## src/rtl/dadda_pkg.sv

```systemverilog
// Shared types and constants for the Dadda multiplier datapath and its MAC back-ends.
package dadda_pkg;

    // Product width is fixed by the 8x8 multiplier output.
    localparam int PROD_W        = 16;
    localparam int ACC_W_DEF     = 24;
    localparam int MAX_TERMS_DEF = 256;

    // Frame state: no terms held, frame open, result presented.
    typedef enum logic [1:0] {
        ST_IDLE  = 2'd0,
        ST_ACCUM = 2'd1,
        ST_HOLD  = 2'd2
    } mac_state_e;

    // Width needed to count 0..max_terms inclusive.
    function automatic int cnt_width(input int max_terms);
        return $clog2(max_terms + 1);
    endfunction

endpackage

```

## src/rtl/dadda_mac_acc_if.sv

```systemverilog
// Product-in / result-out handshake bundle for the MAC back-end.
interface dadda_mac_acc_if #(
    parameter int ACC_W     = dadda_pkg::ACC_W_DEF,
    parameter int MAX_TERMS = dadda_pkg::MAX_TERMS_DEF
);
    localparam int CNT_W = dadda_pkg::cnt_width(MAX_TERMS);

    // Upstream product channel.
    logic                        prod_valid;
    logic                        prod_ready;
    logic [dadda_pkg::PROD_W-1:0] prod;
    logic                        prod_last;

    // Downstream frame-result channel.
    logic                        acc_valid;
    logic                        acc_ready;
    logic [ACC_W-1:0]            acc_out;
    logic [CNT_W-1:0]            acc_count;
    logic                        acc_ovf;

    // Accumulator side: consumes products, produces results.
    modport slave (
        input  prod_valid, prod, prod_last, acc_ready,
        output prod_ready, acc_valid, acc_out, acc_count, acc_ovf
    );

    // Environment side: produces products, consumes results.
    modport master (
        output prod_valid, prod, prod_last, acc_ready,
        input  prod_ready, acc_valid, acc_out, acc_count, acc_ovf
    );

endinterface

```

## src/rtl/sat_add.sv

```systemverilog
// Combinational accumulator adder: widens by one bit to expose the carry,
// then either clamps to all-ones or wraps depending on SATURATE.
module sat_add #(
    parameter int ACC_W    = 24,
    parameter int PROD_W   = 16,
    parameter bit SATURATE = 1'b1
) (
    input  logic [ACC_W-1:0]  i_acc,
    input  logic [PROD_W-1:0] i_prod,
    output logic [ACC_W-1:0]  o_sum,
    output logic              o_carry
);

    // ACC_W must be >= PROD_W so the zero-extension pad is at least one bit.
    logic [ACC_W:0] w_sum_ext;

    assign w_sum_ext = {1'b0, i_acc} + {{(ACC_W + 1 - PROD_W){1'b0}}, i_prod};
    assign o_carry   = w_sum_ext[ACC_W];
    // A saturated accumulator plus any product carries again, so it stays all-ones.
    assign o_sum     = (SATURATE && o_carry) ? {ACC_W{1'b1}} : w_sum_ext[ACC_W-1:0];

endmodule

```

## src/rtl/dadda_mac_acc.sv

```systemverilog
// MAC back-end: accumulates multiplier products into a frame sum and hands
// the sum, term count and sticky overflow downstream over valid/ready.
module dadda_mac_acc
    import dadda_pkg::*;
#(
    parameter int ACC_W     = ACC_W_DEF,
    parameter int MAX_TERMS = MAX_TERMS_DEF,
    parameter bit SATURATE  = 1'b1
) (
    input  logic              clk,
    input  logic              rst_n,
    dadda_mac_acc_if.slave    mac_if
);

    localparam int CNT_W = cnt_width(MAX_TERMS);

    mac_state_e       r_state;
    logic [ACC_W-1:0] r_acc;
    logic [CNT_W-1:0] r_cnt;
    logic             r_ovf;

    logic [ACC_W-1:0] w_sum;
    logic             w_carry;
    logic             w_accept;
    logic [CNT_W-1:0] w_cnt_next;
    logic             w_close;

    sat_add #(
        .ACC_W    (ACC_W),
        .PROD_W   (PROD_W),
        .SATURATE (SATURATE)
    ) u_sat_add (
        .i_acc   (r_acc),
        .i_prod  (mac_if.prod),
        .o_sum   (w_sum),
        .o_carry (w_carry)
    );

    // No product is taken while a result is being presented.
    assign w_accept   = mac_if.prod_valid && (r_state != ST_HOLD);
    assign w_cnt_next = r_cnt + CNT_W'(1);
    // Explicit last and the term limit may coincide; either gives one close.
    assign w_close    = mac_if.prod_last || (w_cnt_next == CNT_W'(MAX_TERMS));

    // Frame FSM with accumulator, term count and sticky overflow.
    // NOTE: state registers use non-blocking assignments so every flop samples
    // pre-edge values; blocking here would make update order matter.
    always_ff @(posedge clk or negedge rst_n) begin
        if (!rst_n) begin
            r_state <= ST_IDLE;
            r_acc   <= '0;
            r_cnt   <= '0;
            r_ovf   <= 1'b0;
        end else begin
            case (r_state)
                ST_IDLE, ST_ACCUM: begin
                    if (w_accept) begin
                        r_acc   <= w_sum;
                        r_ovf   <= r_ovf | w_carry;
                        r_cnt   <= w_cnt_next;
                        r_state <= w_close ? ST_HOLD : ST_ACCUM;
                    end
                end
                ST_HOLD: begin
                    // Handoff clears the frame so the next one starts from zero.
                    if (mac_if.acc_ready) begin
                        r_acc   <= '0;
                        r_cnt   <= '0;
                        r_ovf   <= 1'b0;
                        r_state <= ST_IDLE;
                    end
                end
                default: r_state <= ST_IDLE;
            endcase
        end
    end

    // Handshake flags are pure state decodes of the registered state.
    assign mac_if.prod_ready = (r_state != ST_HOLD);
    assign mac_if.acc_valid  = (r_state == ST_HOLD);
    assign mac_if.acc_out    = r_acc;
    assign mac_if.acc_count  = r_cnt;
    assign mac_if.acc_ovf    = r_ovf;

endmodule

```

## src/flat_wrapper.sv

```systemverilog
// flat-port wrapper written by rule: the top's interface ports become plain ports
module dadda_mac_acc_flat import dadda_pkg::*;
#(
    parameter int ACC_W     = ACC_W_DEF,
    parameter int MAX_TERMS = MAX_TERMS_DEF,
    parameter bit SATURATE  = 1'b1
)
  (clk, rst_n, mac_if_prod_valid, mac_if_prod, mac_if_prod_last, mac_if_acc_ready, mac_if_prod_ready, mac_if_acc_valid, mac_if_acc_out, mac_if_acc_count, mac_if_acc_ovf);
  dadda_mac_acc_if #(.ACC_W(ACC_W), .MAX_TERMS(MAX_TERMS)) mac_if_i ();
  input  logic clk;
  input  logic rst_n;
  input wire logic [$bits(mac_if_i.prod_valid)-1:0] mac_if_prod_valid;
  input wire logic [$bits(mac_if_i.prod)-1:0] mac_if_prod;
  input wire logic [$bits(mac_if_i.prod_last)-1:0] mac_if_prod_last;
  input wire logic [$bits(mac_if_i.acc_ready)-1:0] mac_if_acc_ready;
  output wire logic [$bits(mac_if_i.prod_ready)-1:0] mac_if_prod_ready;
  output wire logic [$bits(mac_if_i.acc_valid)-1:0] mac_if_acc_valid;
  output wire logic [$bits(mac_if_i.acc_out)-1:0] mac_if_acc_out;
  output wire logic [$bits(mac_if_i.acc_count)-1:0] mac_if_acc_count;
  output wire logic [$bits(mac_if_i.acc_ovf)-1:0] mac_if_acc_ovf;
  assign mac_if_i.prod_valid = mac_if_prod_valid;
  assign mac_if_i.prod = mac_if_prod;
  assign mac_if_i.prod_last = mac_if_prod_last;
  assign mac_if_i.acc_ready = mac_if_acc_ready;
  assign mac_if_prod_ready = mac_if_i.prod_ready;
  assign mac_if_acc_valid = mac_if_i.acc_valid;
  assign mac_if_acc_out = mac_if_i.acc_out;
  assign mac_if_acc_count = mac_if_i.acc_count;
  assign mac_if_acc_ovf = mac_if_i.acc_ovf;
  dadda_mac_acc #(.ACC_W(ACC_W), .MAX_TERMS(MAX_TERMS), .SATURATE(SATURATE)) u_core (.clk(clk), .rst_n(rst_n), .mac_if(mac_if_i));
endmodule
```

## config.mk

```make
export PLATFORM = sky130hd
export DESIGN_NAME = dadda_mac_acc_flat
export DESIGN_NICKNAME = d
export VERILOG_FILES = /design/src/rtl/dadda_pkg.sv /design/src/rtl/dadda_mac_acc_if.sv /design/src/rtl/sat_add.sv /design/src/rtl/dadda_mac_acc.sv /design/src/flat_wrapper.sv
export SDC_FILE = /design/constraint.sdc
export NUM_CORES = 1
export LEC_CHECK = 0
export ABC_AREA = 1
export BUFFER_PORTS_ARGS = -buffer_cell sky130_fd_sc_hd__buf_2
export CORE_MARGIN = 5
export CORE_UTILIZATION = 30
export CTS_BUF_LIST = sky130_fd_sc_hd__clkbuf_2
export DETAILED_ROUTE_END_ITERATION = 7
export HOLD_SLACK_MARGIN = 0.02
export PLACE_DENSITY_LB_ADDON = 0.1
export SYNTH_ARGS = -nofsm -noshare
export SYNTH_HDL_FRONTEND = slang
export SYNTH_SLANG_ARGS = --single-unit
```

## constraint.sdc

```tcl
create_clock -name clk -period 2 [get_ports clk]
set_input_delay 0.2 -clock clk [delete_from_list [all_inputs] [get_ports clk]]
set_output_delay 0.2 -clock clk [all_outputs]
set_load 0.005 [all_outputs]
```

==> impl_summary.md, run 1 <==
Clocking
The sink count of the clock tree is 36. The TritonCTS clock tree is done. The clock latency reported for the late side of the worst-skew pair is 0.40 ns. In this run the number of H-tree levels came out at 2.

The clock-pin transition on the worst setup and hold timing paths is 0.21 ns. The number of buffers inserted during clock tree synthesis is 5. The buffer cell driving the clock tree root is sky130_fd_sc_hd__clkbuf_2. No sink is reached through more buffers than the 2 on the longest clock path.

Synth
The post-synthesis area per instance is 6.223 sq um. The cell count after synthesis is 500. After synthesis, flip-flops and latches occupy 28.95% of the total area. Yosys printed 0 warnings. In this run the cell area of the synthesized design comes to 3112 sq um.

Ranked by total cell area, the synthesized netlist is headed by sky130_fd_sc_hd__dfrtp_1 (29%), sky130_fd_sc_hd__nand2_1 (25%), sky130_fd_sc_hd__inv_1 (9.3%). The number of nets handed over by synthesis was about 540. The distinct cell type count of the synthesized netlist is 29. The count of state elements after synthesis is 36. The largest area contributor in the netlist is sky130_fd_sc_hd__dfrtp_1. The share of the synthesized area in the top cell type is between 20% and 30%.

Final layout
The number of antenna diodes in the final layout is 0. The utilization of the core after routing is 40.70%. The area growth from synthesis to layout is 33.82%. The count of nets after finishing is between 600 and 700. The fraction of layout cells with a size suffix above 1 is 27.12%. The final non-filler cell total is 737. The filler cell count in the final layout is 1133.

Worst setup path
The critical path in this run is classified as reg -> reg. The capturing element type of the critical path is a flop. The element type at the critical path start is a flop. In this run the critical register-to-register path is captured at u_core.mac_if.acc_out[2]$_DFFE_PN0P_. Data arrives at the worst endpoint at 2.25 ns. The depth of the most critical reg-to-reg path is 13. Along the worst path, the maximum fanout reaches 7. The worst register-to-register path begins at u_core.mac_if.acc_out[0]$_DFFE_PN0P_. The source of the critical timing path is u_core.mac_if.acc_out[0]$_DFFE_PN0P_. The slack of the worst reg-to-reg path is 0.06 ns. The data required time of the critical path is between 2 and 2.5 ns.

Detailed routing
The average via count per standard cell is 4.465. Detailed routing inserted a total of 3291 vias. The number of design-rule violations left by the first detailed-router iteration is 107. The average wire per cell in the routed design is 12.67 um. Before antenna repair, the detailed router went through 4 iterations.

The detail route stage leaves a number of antenna-violating nets equal to 0. The remaining routing DRC violations is 0. Wires add up to 9341 um.

Timing
The largest clock skew in the final design is roughly 0.026 ns. Setup repair after global routing could not meet its margin everywhere. The maximum frequency from static timing analysis is 0.5148 GHz. The worst-case headroom to the max-slew limit is a little under three quarters. Setup violations remaining at the end of the flow were counted as 0. For the pin with the worst max-slew slack, the measured transition is 0.4219 ns. The final critical-path share of the clock period is 97.13%.

The final number of hold-violating endpoints is 0. The time the worst path needs with I/O delays and setup is 1.943 ns. The max-slew violation count was 0.

GRT
The global-route usage over all layers is between 10% and 20%. The first global-routing pass estimated 15790 um of wire. The number of global-route vias before repair is 3316. Entering global routing, the biggest net connects 32 pins. The total congestion overflow is 0. The number of antenna violations at the first check in global routing came to 0.

Power and ir drop
The internal power consumption is around 2500 uW. Summing internal, switching and leakage power gives 4837 uW. The switching power summed over all nets is about 2400 uW. The largest voltage drop on the vdd net is roughly 0.36 mV. The clock network power share is 7.1%. Sequential cells account for 25.9% of the total power. In this run the power density over the cells is 1162 nW/um^2. Net switching is 48.60% of the power.

The reported leakage power is 0.002306 uW. Combinational logic is responsible for 66.9% of the overall power.

Floorplan
The standard cell core area is 10230 sq um. The number of placement rows is 37. The horizontal die dimension is 111.8 um. The die outline height is 111.8 um.

The initial utilization of the core area, before any placement, comes to a little under a third. During I/O placement, the number of pins put on the boundary was 57. The die covers 12510 sq um.

Place
Counting tap cells, the placed design contains a total of 717 instances. At the end of routability-driven placement, the weighted congestion stood at 0.9050. The post-DP HPWL is 7348 um. Port buffering added 56 buffers.

Min path
The worst hold path was traced through 4 stages. For hold timing, the worst endpoint is u_core.mac_if.acc_out[0]$_DFFE_PN0P_. In this run the most critical hold path is launched from mac_if_prod[0]. The classification of the worst-slack hold path is in -> reg.

Job
Max-cap violations in this run came to 0.

Run status
The run finished with clean final reports.
[worst max-delay path by stage]
| stage | to |
|---|---|
| 6_report | u_core.mac_if.acc_out[2]$_DFFE_PN0P_ |
| 5_1_grt | u_core.mac_if.acc_out[2]$_DFFE_PN0P_ |
| 3_3_place_gp | u_core.mac_if.acc_out[2]$_DFFE_PN0P_ |
| 2_1_floorplan | u_core.mac_if.acc_out[19]$_DFFE_PN0P_ |
| 4_1_cts | u_core.mac_if.acc_out[2]$_DFFE_PN0P_ |
| 3_5_place_dp | u_core.mac_if.acc_out[2]$_DFFE_PN0P_ |
[logic make-up (layout without fill, tap and decap cells)]
kind of cell	count (synthesis)	count (layout)	share of synthesized area, %
AOI/OAI and AO/OA	37	37	6.192
xor gates and xnor gates	10	10	2.815
adders and majority gates	18	18	7.479
buffers and inverters	85	186	11.18
DFF	36	36	28.95
and+or+nand+nor	314	314	43.39
[placed cells by master, fill, tap and decap left out, types with 5 or more instances in the layout]
cell	count
sky130_fd_sc_hd__o21ai_1	7
sky130_fd_sc_hd__o21ai_0	14
sky130_fd_sc_hd__nand2_2	14
sky130_fd_sc_hd__nand4_1	6
sky130_fd_sc_hd__clkbuf_2	5
sky130_fd_sc_hd__buf_2	56
sky130_fd_sc_hd__nor2_1	33
sky130_fd_sc_hd__dfrtp_1	36
sky130_fd_sc_hd__inv_1	76
sky130_fd_sc_hd__nand2_1	197
sky130_fd_sc_hd__buf_4	37
sky130_fd_sc_hd__nand3_1	30
sky130_fd_sc_hd__nor2_2	6
sky130_fd_sc_hd__nand3_2	12
sky130_fd_sc_hd__a21oi_1	7
sky130_fd_sc_hd__a21oi_2	5
sky130_fd_sc_hd__xor2_1	10
sky130_fd_sc_hd__ha_4	12
[area by class of cell]
type / instances / area [sq um] / share of cell area, %
Tap cell: 136 / 170.2 / 4.087
Sequential cell: 36 / 900.9 / 21.63
Multi-Input combinational cell: 379 / 2121 / 50.93
Clock buffer: 5 / 25.02 / 0.6010
Timing Repair Buffer: 100 / 640.6 / 15.38
Inverter: 79 / 299.0 / 7.182
Clock inverter: 2 / 7.507 / 0.1803
[power groups by stage]
stage / Clock [uW] / Combinational, uW / Sequential, uW
final: 346 / 3240 / 1250
after global routing: 398 / 3690 / 1300
after CTS: 368 / 2880 / 1200
after detailed placement: 0 / 2810 / 1210
after global placement: 0 / 2820 / 1210
after floorplan: 0 / 1750 / 1220
[critical path, stage by stage (launching register included)]
cell,delay (ns)
sky130_fd_sc_hd__dfrtp_1,0.45
sky130_fd_sc_hd__ha_4,0.18
sky130_fd_sc_hd__fa_2,0.35
sky130_fd_sc_hd__nand2_2,0.08
sky130_fd_sc_hd__nand2_2,0.06
sky130_fd_sc_hd__nand3_2,0.06
sky130_fd_sc_hd__nand2_2,0.06
sky130_fd_sc_hd__nand2_2,0.08
sky130_fd_sc_hd__nand2_4,0.08
sky130_fd_sc_hd__nand2_8,0.12
sky130_fd_sc_hd__buf_12,0.12
sky130_fd_sc_hd__nor2_4,0.03
sky130_fd_sc_hd__inv_2,0.08
sky130_fd_sc_hd__o211ai_1,0.10
[metrics by stage]
| stage | setup slack, ns | hold slack (ns) | instance area (sq um) | setup TNS [ns] |
|---|---|---|---|---|
| 2_1_floorplan | 0.01862 | -0.09559 | 3112 | 0 |
| 3_3_place_gp | -0.06418 | 0.1653 | 3756 | -0.9266 |
| 3_5_place_dp | -0.1129 | 0.1659 | 3756 | -1.733 |
| 4_1_cts | -0.02575 | 0.02214 | 3856 | -0.02575 |
| 5_1_grt | -0.03845 | 0.1098 | 4164 | -0.1315 |
| 6_report | 0.05738 | 0.1526 | 4164 | 0 |
[synth_stat cells, drive strengths merged]
cell type and number:
o21ai 21, clkbuf 1, nand4 6, a21oi 12, xor2 10, nor3 4, inv 79, and2 3
fa 1, nand3b 1, nand3 42, ha 17, nor2 43, o22ai 2, or2 2, dfrtp 36
buf 5, o211ai 2, nand2 213
[timing repair]
item | CTS | global route
hold endpoints to repair | 18 | 1
buffers inserted | 1 | 8
hold buffers | 3 | 1
pin swaps | 6 | 13
gates resized for setup | 12 | 45
cloned | 0 | 0
setup endpoints to repair | 31 | 27
[metal layers]
layer  wire length, um  global-route usage [%]  share of wire, %  vias to the layer above
met5                 0                       0                 0                        -
li1                  -                       -                 -                     1753
met3               365                   2.989               3.9                       12
met4               163                   3.731               1.7                        0
met1              4469                   20.15                48                     1458
met2              4343                   26.02                46                       68
[flip-flops by register name, indices dropped and copies added, names as in the netlist]
name                     flops
u_core.r_state               2
u_core.mac_if.acc_out       24
u_core.mac_if.acc_ovf        1
u_core.mac_if.acc_count      9
No activity file was read; power rests on OpenSTA's default activity.
==> inputs of run 2 (changes only) <==
CORE_UTILIZATION = 53   (was 30)
==> impl_summary.md, run 2 (synthesized netlist as in run 1, its figures left out) <==
Clocking
The maximum clock path buffer count is 2 (unchanged). The clock-pin transition on the worst setup and hold timing paths is 0.22 ns (was 0.21 ns). The buffer cell driving the clock tree root is sky130_fd_sc_hd__clkbuf_2 (unchanged). The number of H-tree levels came to 2 (unchanged). The sink count of the clock tree is 36 (unchanged).

The TritonCTS clock tree was done (unchanged). The clock latency reported for the late side of the worst-skew pair came to 0.42 ns (was 0.40 ns). The number of buffers inserted during clock tree synthesis came to 5 (unchanged).

Final layout
Top library cells by usage in the layout, fill and taps aside: sky130_fd_sc_hd__nand2_1 (201), sky130_fd_sc_hd__inv_1 (77), sky130_fd_sc_hd__buf_2 (56), sky130_fd_sc_hd__dfrtp_1 (36), sky130_fd_sc_hd__nor2_1 (35) (was sky130_fd_sc_hd__nand2_1 (197), sky130_fd_sc_hd__inv_1 (76), sky130_fd_sc_hd__buf_2 (56), sky130_fd_sc_hd__buf_4 (37), sky130_fd_sc_hd__dfrtp_1 (36)). The area added between synthesis and finish is 25.77% (was 33.82%). The count of nets after finishing was 629 (was 640). The fraction of layout cells with a size suffix above 1 is 23.52% (was 27.12%). The number of flip-flops in the largest register is 24 (unchanged). The number of antenna repair diodes was 0 (unchanged). The filler cell count in the final layout is 578 (was 1133). The leading cell type in the layout, fill and taps excluded is sky130_fd_sc_hd__nand2_1 (unchanged).

Power and ir drop
The largest voltage drop on the vdd net is 0.5732 mV (was 0.3563 mV). The fraction of power spent switching nets is 47.79% (was 48.60%). The clock network power share is 10.8% (was 7.1%). The power after layout came to 4640 uW (was 4837 uW).

The internal power consumption came to 2423 uW (was 2487 uW). The sequential cell fraction of total power came to 26.3% (was 25.9%). The switching power summed over all nets is 2218 uW (was 2351 uW). The combinational fraction of design power is 62.9% (was 66.9%).

The power density over the cells is 1186 nW/um^2 (was 1162 nW/um^2). The reported leakage power is 0.002272 uW (was 0.002306 uW).

Detailed routing
The average via count per standard cell came to 5.017 (was 4.465). The average wire per cell in the routed design is 12.63 um (was 12.67 um). The number of nets with antenna violations after detailed routing is 0 (unchanged).

The total routed wirelength is 8412 um (was 9341 um). The met1 routed wirelength after detailed routing is 3703 um (was 4469 um). The remaining routing DRC violations came to 0 (unchanged). The highest metal layer with signal wires is met4 (unchanged). The total iterations of the first detailed-routing run is 4 (unchanged). The vias after detailed routing was 3341 (was 3291).

The routed wire length on met3 was 467 um (was 365 um). The number of design-rule violations left by the first detailed-router iteration is 160 (was 107). The met2 layer wire length in the routed design is 4105 um (was 4343 um).

Floorplan
The starting utilization of the core area is 53.51% (was 30.41%). The number of placement rows is 28 (was 37). The horizontal die dimension is 86.63 um (was 111.8 um).

The I/O pin total is 57 (unchanged). The standard cell core area was 5816 sq um (was 10230 sq um). The die outline height was 86.63 um (was 111.8 um).

The die outline area is 7504 sq um (was 12510 sq um).

Run status
Outcome: finished, final reports clean (unchanged).

Place
The routability congestion estimate from global placement is 0.9403 (was 0.9050). The setup slack after placement is -0.1527 ns (was -0.1129 ns). The post-DP HPWL is 6327 um (was 7348 um). The total of buffers placed on input and output ports is 56 (unchanged).

Timing
The max-slew violation count was 0 (unchanged). RSZ-0062 raised after global routing: true (unchanged). The final number of hold-violating endpoints is 0 (unchanged).

The largest clock skew in the final design is 0.01524 ns (was 0.02613 ns). The slew at the pin closest to its max-slew limit was 0.8617 ns (was 0.4219 ns). The maximum frequency from static timing analysis came to 0.5123 GHz (was 0.5148 GHz).

The worst hold slack is 0.1591 ns (was 0.1526 ns). The worst path setup slack after routing was 0.04807 ns (was 0.05738 ns). The final critical-path share of the clock period was 97.60% (was 97.13%). The time the worst path needs with I/O delays and setup was 1.952 ns (was 1.943 ns). The worst-case headroom to the max-slew limit is 42.55% (was 71.87%). The final-report setup violation count is 0 (unchanged).

Worst setup path
The capturing element type of the critical path is a flop (unchanged). The arrival time reported for the critical path endpoint came to 2.28 ns (was 2.25 ns). The largest driver fanout on the critical path is 8 (was 7). The worst setup path category is reg -> reg (unchanged).

The data required time of the critical path is 2.33 ns (was 2.31 ns). The element type at the critical path start is a flop (unchanged).

Min path
The classification of the worst-slack hold path is in -> reg (unchanged).

Job
The total of max-cap violations is 0 (unchanged).

GRT
The maximum number of pins on one net before global-route repair came to 37 (was 32). The number of global-route vias before repair is 3331 (was 3316). The total congestion overflow is 0 (unchanged). The number of antenna violations at the first check in global routing was 0 (unchanged). The wire length of the first global-routing pass is 14590 um (was 15790 um). The global-route usage over all layers is 23.92% (was 15.37%).
## run 2: final cells by class
type / count / area, sq um / share of cell area, %
Clock buffer: 5 / 25.02 / 0.6394
Inverter: 79 / 299.0 / 7.641
Sequential cell: 36 / 900.9 / 23.02
Timing Repair Buffer: 89 / 553.0 / 14.13
Clock inverter: 3 / 42.54 / 1.087
Tap cell: 75 / 93.84 / 2.398
Multi-Input combinational cell: 379 / 1999 / 51.09
## run 2: critical path: stages (launching register included)
cell and delay (ns):
sky130_fd_sc_hd__dfrtp_1 0.46, sky130_fd_sc_hd__ha_4 0.17, sky130_fd_sc_hd__fa_2 0.36, sky130_fd_sc_hd__nand2_2 0.08, sky130_fd_sc_hd__nand2_2 0.07, sky130_fd_sc_hd__nand3_2 0.08, sky130_fd_sc_hd__nand2_2 0.06, sky130_fd_sc_hd__nand2_2 0.09
sky130_fd_sc_hd__nand2_4 0.08, sky130_fd_sc_hd__nand2_8 0.11, sky130_fd_sc_hd__inv_2 0.09, sky130_fd_sc_hd__o21ai_0 0.15, sky130_fd_sc_hd__nand2_1 0.08
## run 2: power by group through the flow
stage | Sequential, uW | Combinational, uW | Clock [uW]
4_1_cts | 1200 | 2700 | 515
3_5_place_dp | 1210 | 2660 | 0
6_report | 1220 | 2920 | 500
3_3_place_gp | 1200 | 2630 | 0
5_1_grt | 1260 | 3300 | 545
2_1_floorplan | 1220 | 1750 | 0
## run 2: path summary, 6_finish.rpt
| check | slack [ns] | cells past startpoint | endpoint | startpoint |
|---|---|---|---|---|
| worst max-delay path | 0.05 | 12 | u_core.mac_if.acc_out[3]$_DFFE_PN0P_ | u_core.mac_if.acc_out[0]$_DFFE_PN0P_ |
| worst min-delay path | 0.16 | 4 | u_core.mac_if.acc_out[0]$_DFFE_PN0P_ | mac_if_prod[0] |
| worst max register to register | 0.05 | 12 | u_core.mac_if.acc_out[3]$_DFFE_PN0P_ | u_core.mac_if.acc_out[0]$_DFFE_PN0P_ |
| worst min register to register | 0.53 | 2 | u_core.mac_if.acc_out[13]$_DFFE_PN0P_ | u_core.mac_if.acc_out[13]$_DFFE_PN0P_ |
| max in group asynchronous | 1.06 | 2 | u_core.mac_if.acc_count[3]$_DFFE_PN0P_ | rst_n |
| min in group asynchronous | 0.38 | 2 | u_core.mac_if.acc_out[6]$_DFFE_PN0P_ | rst_n |
## run 2: layer usage
layer / track usage, % / vias to the layer above
li1: - / 1732
met1: 30.40 / 1513
met2: 41.52 / 83
met3: 3.707 / 13
met4: 7.507 / 0
met5: 0 / -
## run 2: through the flow
stage	cell area, sq um	instances	utilization (%)	setup TNS [ns]
finish	3914	666	67.30	0
global route	3914	666	67.30	-1.913
CTS	3744	660	64.37	-0.0002680
detailed placement	3600	647	61.90	-2.538
global placement	3600	647	61.90	-0.7492
floorplan	3112	500	-	0
## run 2: repair_timing
action / 4_1_cts / 5_1_grt
gates resized for setup: 8 / 28
endpoints found under the hold margin: 38 / 0
setup endpoints to repair: 32 / 31
pin swaps: 1 / 20
setup buffers: 1 / 6
hold buffers: 4 / 0
cloned: 0 / 0
